File: src/rtl/conv_pkg.sv
// Shared widths, tap-count helpers and signed data types for the convolution
// window MAC engine and its weight bank.
package conv_pkg;

  localparam int DEF_DATA_W = 18;
  localparam int DEF_COEF_W = 18;
  localparam int DEF_ACC_W  = 48;
  localparam int DEF_K      = 3;
  localparam int DEF_C      = 3;

  function automatic int n_taps(input int k, input int c);
    return k * k * c;
  endfunction

  // Width of a tap index; at least one bit so degenerate windows still elaborate.
  function automatic int tap_width(input int k, input int c);
    int n;
    n = k * k * c;
    return (n > 1) ? $clog2(n) : 1;
  endfunction

  localparam int DEF_N_TAPS = n_taps(DEF_K, DEF_C);
  localparam int TAP_W      = tap_width(DEF_K, DEF_C);

  typedef logic signed [DEF_DATA_W-1:0] pixel_t;
  typedef logic signed [DEF_COEF_W-1:0] coef_t;
  typedef logic signed [DEF_ACC_W-1:0]  acc_t;
  typedef logic [TAP_W-1:0]             tap_t;

endpackage

File: src/rtl/conv_weight_bank.sv
// N-entry weight register file: one synchronous write port, one combinational
// read port addressed by the running tap index.
module conv_weight_bank
  import conv_pkg::*;
#(
  parameter int N_TAPS = DEF_N_TAPS,
  parameter int COEF_W = DEF_COEF_W,
  parameter int ADDR_W = TAP_W
) (
  input  logic              clk,
  input  logic              rst,
  input  logic              wr_en_i,
  input  logic [ADDR_W-1:0] wr_addr_i,
  input  logic [COEF_W-1:0] wr_data_i,
  input  logic [ADDR_W-1:0] rd_addr_i,
  output logic [COEF_W-1:0] rd_data_o
);

  logic [COEF_W-1:0] mem_q [N_TAPS];

  // NOTE: the weights must come out of reset as zero, so this register file
  // carries a reset; a plain storage array would normally be left unreset.
  always_ff @(posedge clk or negedge rst) begin
    if (!rst) begin
      for (int i = 0; i < N_TAPS; i++) mem_q[i] <= '0;
    end else if (wr_en_i) begin
      mem_q[wr_addr_i] <= wr_data_i;
    end
  end

  assign rd_data_o = mem_q[rd_addr_i];

endmodule

File: src/rtl/conv_window_macc.sv
// Streaming K x K x C window multiply-accumulate: one registered product stage,
// one accumulate stage, and a held valid/ready output register per window.
module conv_window_macc
  import conv_pkg::*;
#(
  parameter int DATA_W = DEF_DATA_W,
  parameter int COEF_W = DEF_COEF_W,
  parameter int ACC_W  = DEF_ACC_W,
  parameter int K      = DEF_K,
  parameter int C      = DEF_C,
  parameter int RELU   = 0
) (
  input  logic                         clk,
  input  logic                         rst,
  input  logic                         clear,
  input  logic                         w_wr_en,
  input  logic [tap_width(K, C)-1:0]   w_wr_addr,
  input  logic [COEF_W-1:0]            w_wr_data,
  output logic                         w_wr_err,
  input  logic                         in_valid,
  output logic                         in_ready,
  input  logic [DATA_W-1:0]            in_pixel,
  output logic                         out_valid,
  input  logic                         out_ready,
  output logic [ACC_W-1:0]             out_activation,
  output logic                         busy
);

  localparam int N_TAP  = n_taps(K, C);
  localparam int TW     = tap_width(K, C);
  localparam int PROD_W = DATA_W + COEF_W;
  localparam logic [TW-1:0] LAST_TAP = TW'(N_TAP - 1);

  logic [TW-1:0]              tap_q, tap_d;
  logic                       s1_valid_q, s1_valid_d;
  logic                       s1_first_q, s1_first_d;
  logic                       s1_last_q, s1_last_d;
  logic signed [PROD_W-1:0]   s1_prod_q, s1_prod_d;
  logic                       s2_valid_q, s2_valid_d;
  logic signed [ACC_W-1:0]    acc_q, acc_d;
  logic                       out_valid_q, out_valid_d;
  logic signed [ACC_W-1:0]    out_q, out_d;
  logic                       w_wr_err_q, w_wr_err_d;

  logic                       in_hs, s2_take, w_accept;
  logic [COEF_W-1:0]          w_rd;
  logic signed [ACC_W-1:0]    prod_ext, acc_sum, result;

  assign in_ready = !(out_valid_q && !out_ready) && !clear;
  assign in_hs    = in_valid && in_ready;
  assign busy     = (tap_q != '0) || s1_valid_q || s2_valid_q;

  // Out-of-range addresses are refused as well, so the bank is never indexed past N-1.
  assign w_accept = w_wr_en && !busy && !in_hs && (w_wr_addr <= LAST_TAP);

  conv_weight_bank #(
    .N_TAPS (N_TAP),
    .COEF_W (COEF_W),
    .ADDR_W (TW)
  ) u_weight_bank (
    .clk       (clk),
    .rst       (rst),
    .wr_en_i   (w_accept),
    .wr_addr_i (w_wr_addr),
    .wr_data_i (w_wr_data),
    .rd_addr_i (tap_q),
    .rd_data_o (w_rd)
  );

  // Stage 2 math; a clear in the same cycle discards the in-flight product.
  assign s2_take  = s1_valid_q && !clear;
  assign prod_ext = ACC_W'(s1_prod_q);
  assign acc_sum  = s1_first_q ? prod_ext : acc_q + prod_ext;
  assign result   = ((RELU != 0) && acc_sum[ACC_W-1]) ? '0 : acc_sum;

  // NOTE: every _d gets its hold value first, so no path through this block
  // leaves a variable unassigned and no latch is inferred.
  always_comb begin
    tap_d       = tap_q;
    s1_valid_d  = in_hs;
    s1_first_d  = s1_first_q;
    s1_last_d   = s1_last_q;
    s1_prod_d   = s1_prod_q;
    s2_valid_d  = s2_take;
    acc_d       = acc_q;
    out_valid_d = out_valid_q;
    out_d       = out_q;
    w_wr_err_d  = w_wr_en && !w_accept;

    if (clear) begin
      tap_d = '0;
    end else if (in_hs) begin
      tap_d = (tap_q == LAST_TAP) ? '0 : tap_q + TW'(1);
    end

    if (in_hs) begin
      s1_first_d = (tap_q == '0);
      s1_last_d  = (tap_q == LAST_TAP);
      s1_prod_d  = PROD_W'($signed(in_pixel)) * PROD_W'($signed(w_rd));
    end

    if (clear) begin
      acc_d = '0;
    end else if (s2_take) begin
      acc_d = acc_sum;
    end

    // A result arriving during an output handshake simply replaces the old one.
    if (s2_take && s1_last_q) begin
      out_valid_d = 1'b1;
      out_d       = result;
    end else if (out_valid_q && out_ready) begin
      out_valid_d = 1'b0;
    end
  end

  // NOTE: state registers use non-blocking assignments only, so every flop
  // samples the pre-edge value of every other flop.
  always_ff @(posedge clk or negedge rst) begin
    if (!rst) begin
      tap_q       <= '0;
      s1_valid_q  <= 1'b0;
      s1_first_q  <= 1'b0;
      s1_last_q   <= 1'b0;
      s1_prod_q   <= '0;
      s2_valid_q  <= 1'b0;
      acc_q       <= '0;
      out_valid_q <= 1'b0;
      out_q       <= '0;
      w_wr_err_q  <= 1'b0;
    end else begin
      tap_q       <= tap_d;
      s1_valid_q  <= s1_valid_d;
      s1_first_q  <= s1_first_d;
      s1_last_q   <= s1_last_d;
      s1_prod_q   <= s1_prod_d;
      s2_valid_q  <= s2_valid_d;
      acc_q       <= acc_d;
      out_valid_q <= out_valid_d;
      out_q       <= out_d;
      w_wr_err_q  <= w_wr_err_d;
    end
  end

  assign out_valid      = out_valid_q;
  assign out_activation = out_q;
  assign w_wr_err       = w_wr_err_q;

endmodule

File: config.mk
export PLATFORM = sky130hd
export DESIGN_NAME = conv_window_macc
export DESIGN_NICKNAME = d
export VERILOG_FILES = /design/src/rtl/conv_pkg.sv /design/src/rtl/conv_weight_bank.sv /design/src/rtl/conv_window_macc.sv
export SDC_FILE = /design/constraint.sdc
export NUM_CORES = 2
export LEC_CHECK = 0
export ABC_AREA = 1
export BUFFER_PORTS_ARGS = -buffer_cell sky130_fd_sc_hd__buf_2
export CORE_UTILIZATION = 60
export CTS_CLUSTER_SIZE = 14
export DETAILED_ROUTE_END_ITERATION = 7
export GPL_TIMING_DRIVEN = 0
export PLACE_DENSITY = 0.87
export REMOVE_ABC_BUFFERS = 1
export SETUP_SLACK_MARGIN = 0.2
export SLEW_MARGIN = 30
export SYNTH_ARGS = -nofsm -noshare
export SYNTH_HDL_FRONTEND = slang
export SYNTH_HIERARCHICAL = 1
export SYNTH_SLANG_ARGS = --single-unit
File: constraint.sdc
create_clock -name clk -period 12.9 [get_ports clk]
set_input_delay 2.58 -clock clk [delete_from_list [all_inputs] [get_ports clk]]
set_output_delay 2.58 -clock clk [all_outputs]
set_load 0.005 [all_outputs]
* Word-level counts from Yosys, hierarchy flattened
Cells that the tools add are included.
W data, S select, Z words.
** Word-level totals
- Register bits after elaboration :: 629
- Input port bits :: 47
- Output and inout port bits :: 52
- Word-level logic and storage cells :: 85
** Operators by class
- Add/sub/neg operators :: 2
- Multipliers :: 1
- Magnitude comparators :: 4
- Eq/ne operators :: 1
- Mux-type cells :: 14
- Bitwise logic cells :: 2
- Reductions and logical operators :: 24
** Operators with widths (number)
- $bwmux W486 :: 1
- $mux W48 :: 3
- $bmux W18 S5 :: 1
- $demux W18 S5 :: 1
- $mux W18 :: 3
- $add A48 B36 Y48 :: 1
- $mul A18 B18 Y36 :: 1
- $mux W5 :: 3
- $ge A6 B6 Y1 const B :: 2
- $not A5 Y6 :: 2
- $logic_and A1 B1 Y1 :: 11
- $logic_not A1 Y1 :: 6
- $lt A6 B1 Y1 const B :: 1
- $reduce_bool A2 Y1 :: 3
- $add A5 B1 Y5 const B :: 1
- $eq A5 B5 Y1 const B :: 1
- $le A5 B5 Y1 const B :: 1
- $logic_not A5 Y1 :: 1
- $reduce_bool A5 Y1 :: 1
- $logic_or A1 B1 Y1 :: 2
- $mux W1 :: 2

* Longest topological paths before layout
- Depth after elaboration :: 10
- Mapped depth :: 39
- Mapped depth without buffers :: 36

* Cells and area by module
Netlist, hierarchy kept.
** Modules (own cells, without submodules)
- conv_weight_bank :: times used 1, cells each 3183, area each 23542.6 um^2, seq. area each 12161.7 um^2
- conv_window_macc :: times used 1, cells each 3320, area each 23256.1 um^2, seq. area each 3578.4 um^2

* Least setup slack after synthesis
No wires, ideal clock.
- Path type :: input -> register
- From :: input in_pixel[17]
- To :: register s1_prod_q[27]
- Library setup time :: 0.126 ns
- Arrival :: 7.916 ns
- Required time :: 12.774 ns
- Setup slack :: 4.858 ns
- Cell stages on the path :: 23
- Path buffers :: 2
- Cells stage by stage :: clkbuf_1 > clkbuf_1 > nand2_1 > fa_1 > inv_1 > fa_1 > inv_1 > fa_1 > fa_1 > fa_1 > fa_1 > inv_1 > ha_1 > nand2_1 > nor2_1 > inv_1 > nor2_1 > inv_1 > or2_1 > nand3_1 > nand2_1 > nand3_1 > o21ai_0
** On the way
- Word-level cells in the longest chain between the ends :: 1
** Ends and longest elaborated chain
- start: declaration :: line conv_window_macc.sv:22 : input logic [DATA_W-1:0] in_pixel,
- $mul A18 B18 Y36 :: line conv_window_macc.sv:99 : s1_prod_d = PROD_W'($signed(in_pixel)) * PROD_W'($signed(w_rd));
- end signal: assignment :: line conv_window_macc.sv:136 : s1_prod_q <= s1_prod_d;
- end: declaration :: line conv_window_macc.sv:38 : logic signed [PROD_W-1:0] s1_prod_q, s1_prod_d;
No other way between the ends.
A chain may end at the register's enable or synchronous reset.

* Worst setup path after layout
- From :: register tap_q[1]
- To :: register s1_prod_q[26]
** On the way
- Word-level cells in the longest chain between the ends :: 5
** Ends and longest elaborated chain
- start: declaration :: line conv_window_macc.sv:34 : logic [TW-1:0] tap_q, tap_d;
- start signal: assignment :: line conv_window_macc.sv:132 : tap_q <= tap_d;
- $not A5 Y6 (implied by the code) :: line conv_weight_bank.sv:31 : assign rd_data_o = mem_q[rd_addr_i];
- $bmux W18 S5 :: line conv_weight_bank.sv:31
- $mux W18 (implied by the code) (2 in series) :: line conv_weight_bank.sv:31
- named net w_rd[0] :: line conv_window_macc.sv:46 : logic [COEF_W-1:0] w_rd;
- $mul A18 B18 Y36 :: line conv_window_macc.sv:99
The timed path passes the listed nets, and every way through them passes these cells. The select of a mux whose other input is x is not followed.

==> impl_metrics.env <==
export IMPL_clock_skew_final_ns=0.0386
export IMPL_postSynthCellCount=6503
export IMPL_tightestPinTransition_ns=1.08
export IMPL_synth_top_family_by_area="simple AND/OR/NAND/NOR gates"
export IMPL_hpwlAfterDp_mm=88.4
export IMPL_min_period_over_period_pct=72.3
export IMPL_cp_endpoint="s1_prod_q[26]"
export IMPL_leakage_nw=27.5
export IMPL_grt_first_pass_wirelength_mm=209
export IMPL_yosysSeqAreaShare_pct=33.6
export IMPL_cp_end_kind="flip-flop"
export IMPL_path_max_fanout=95
export IMPL_yosysTopAreaCell="dfrtp_1"
export IMPL_cp_arrival_ns=9.84
export IMPL_start_kind="flip-flop"
export IMPL_synth_xor_area_share_pct=0.524
export IMPL_grt_overflow_total=0
export IMPL_max_freq_ghz=0.107
export IMPL_path_clk_slew_ns=0.06
export IMPL_reg2reg_setup_slack_ns=3.57
export IMPL_worstSkewPairLatency_ns=0.65
export IMPL_fp_row_count=102
export IMPL_synthAdderAreaFrac_pct=17.9
export IMPL_yosysWarnings=6
export IMPL_placed_cells=7352
export IMPL_synth_area_leaders="dfrtp_1 (34%), nand2_1 (18%), fa_1 (14%)"
export IMPL_rsz0062_at_grt="false"
export IMPL_track_usage_pct=33.1
export IMPL_drc=0
export IMPL_clockBufferDepth=3
export IMPL_ios=99
export IMPL_final_layout_size_suffix_gt1_share_pct=6.33
export IMPL_postRouteAntennaNets=0
export IMPL_dpl_cell_area_um2=48100
export IMPL_firstDrtPassIters=6
export IMPL_cts_hold_buffers_added=0
export IMPL_port_buffers=98
export IMPL_die_x_um=281
export IMPL_ys_seq_elements=629
export IMPL_die_h_um=281
export IMPL_final_cell_area_um2=50300
export IMPL_cts_sinks=629
export IMPL_avgSynthCellArea_um2=7.20
export IMPL_finalSetupViolations=0
export IMPL_cts_tree="yes"
export IMPL_antenna_found_initial=5
export IMPL_drtIter0Drc=4835
export IMPL_critPathLaunch="tap_q[1]"
export IMPL_fin_cells=7471
export IMPL_path_class="reg -> reg"
export IMPL_cts_root_buf="clkbuf_16"
export IMPL_crit_slowest_cell="nor2_2"
export IMPL_hold_violations=0
export IMPL_muxShareOfSynthArea_pct=0.0428
export IMPL_synth_compound_area_share_pct=7.96
export IMPL_wl_per_cell_um=17.2
export IMPL_grt_max_degree=96
export IMPL_powerDensity_nw_per_um2=191
export IMPL_gp_congestion=1.00
export IMPL_cts_buffers=67
export IMPL_dieArea_um2=79100
export IMPL_fin_nets=6901
export IMPL_synth_top_area_share_pct=33.6
export IMPL_slowest_delay_ns=0.79
export IMPL_final_util_pct=65.1
export IMPL_synthSimpleGateAreaFrac_pct=27.1
export IMPL_min_period_ns=9.33
export IMPL_synth_cell_types=47
export IMPL_status="finished, final reports clean"
export IMPL_vias_per_cell=5.59
export IMPL_cts_max_level=3
export IMPL_finalMaxSlewViolations=0
export IMPL_critPathMostFrequentCell="inv_1"
export IMPL_setup_tns_ns=0
export IMPL_reg2reg_from="tap_q[1]"
export IMPL_num_vias=41800
export IMPL_cts_resized=0
export IMPL_ir_drop_mv=0.211
export IMPL_reg2reg_depth=34
export IMPL_cp_required_ns=13.41
export IMPL_slew_headroom_pct=27.7
export IMPL_drv_cap=0
export IMPL_hold_class="reg -> reg"
export IMPL_drt_wl_total_mm=129
export IMPL_syn_cell_area_um2=46800
export IMPL_grt_pass1_vias=41400
export IMPL_timing_rr_end="s1_prod_q[26]"
export IMPL_initial_core_util_pct=60.5
export IMPL_syn_to_final_growth_pct=7.56
export IMPL_post_cts_buffers=0
export IMPL_core_area_um2=77300
cell usage after synthesis (all sizes together):
| cell | count |
|---|---|
| nand3b | 6 |
| nand3 | 442 |
| a21oi | 114 |
| mux2i | 2 |
| and2 | 1 |
| clkinv | 5 |
| xnor2 | 12 |
| nor2 | 218 |
| and3 | 1 |
| o21bai | 4 |
| o22ai | 3 |
| nand4 | 35 |
| ha | 143 |
| buf | 114 |
| o21ai | 589 |
| nand2 | 2317 |
| xor2 | 16 |
| fa | 330 |
| a31oi | 1 |
| or2 | 26 |
| o211ai | 3 |
| a21boi | 4 |
| o31ai | 1 |
| a21o | 9 |
| nor3 | 29 |
| a31o | 1 |
| dfrtp | 629 |
| nor3b | 1 |
| clkbuf | 207 |
| inv | 1240 |
cells by family after synthesis:
kind of cell	Yosys count
muxes	2
and+or+nand+nor	3076
xor gates and xnor gates	28
DFF	629
adders and majority gates	473
AOI/OAI and AO/OA	729
buffers and inverters	1566
worst min path at each step:
stage / slack, ns / end / cells past startpoint / startpoint
after floorplan: 0.45 / u_weight_bank/mem_q[455] / 2 / u_weight_bank/mem_q[455]
after detailed placement: 0.46 / out_activation[35] / 2 / out_activation[35]
after global placement: 0.46 / out_activation[36] / 2 / out_activation[36]
final: 0.47 / out_activation[36] / 2 / out_activation[36]
after CTS: 0.48 / out_activation[35] / 2 / out_activation[35]
after global routing: 0.50 / u_weight_bank/mem_q[165] / 2 / u_weight_bank/mem_q[165]
where the power goes:
group,internal [mW],switching [mW],leakage [nW],total (mW)
registers,2.31,0.227,8.36,2.54
logic,1.83,3.32,18.1,5.16
clock network,1.10,0.842,1.08,1.94
cell type report:
type / count / area (um2)
tap: 1040 / 1300
timing repair buffer: 130 / 1220
clock buffer: 95 / 1920
multi-input combinational: 4308 / 25100
clock inverter: 23 / 305
sequential: 629 / 15800
fill: 6217 / 27000
inverter: 1245 / 4690
antenna: 1 / 2.50
stage by stage:
| step | setup WS, ns | power [mW] | hold WS, ns |
|---|---|---|---|
| after global routing | 3.06 | 10.4 | 0.500 |
| after floorplan | -0.741 | 6.09 | 0.453 |
| after global placement | -10.16 | 7.37 | 0.459 |
| after detailed placement | 3.71 | 7.59 | 0.460 |
| final | 3.57 | 9.63 | 0.473 |
| after CTS | 3.67 | 9.55 | 0.476 |
cells in the final DEF, fill, tap and decap left out, types with 67 or more instances in the layout:
master     instances
a21oi_1          112
buf_2             97
clkbuf_16         67
dfrtp_1          626
fa_1             330
ha_1             143
inv_1           1207
nand2_1         2271
nand3_1          438
nor2_1           173
o21ai_0          526
layer usage:
layer	global-route usage, %	share of wire (%)
met1	42.4	39
met2	54.7	47
met3	6.23	9.2
met4	15.0	4.2
met5	0	0.034
registers in the layout, indices dropped and copies added (netlist names):
register             count
s2_valid_q               1
s1_last_q                1
s1_prod_q               36
s1_valid_q               1
out_activation          48
w_wr_err                 1
acc_q                   48
tap_q                    5
s1_first_q               1
u_weight_bank/mem_q    486
out_valid                1
critical path: cells and delay by family, from the launching register on:
family                     cells  cell delay (ns)
buffers and inverters         12             1.73
and+or+nand+nor               13             3.11
AOI/OAI and AO/OA              2             0.17
DFF                            1             0.74
adders and majority gates      7             3.30
No activity file was read; power rests on OpenSTA's default activity.
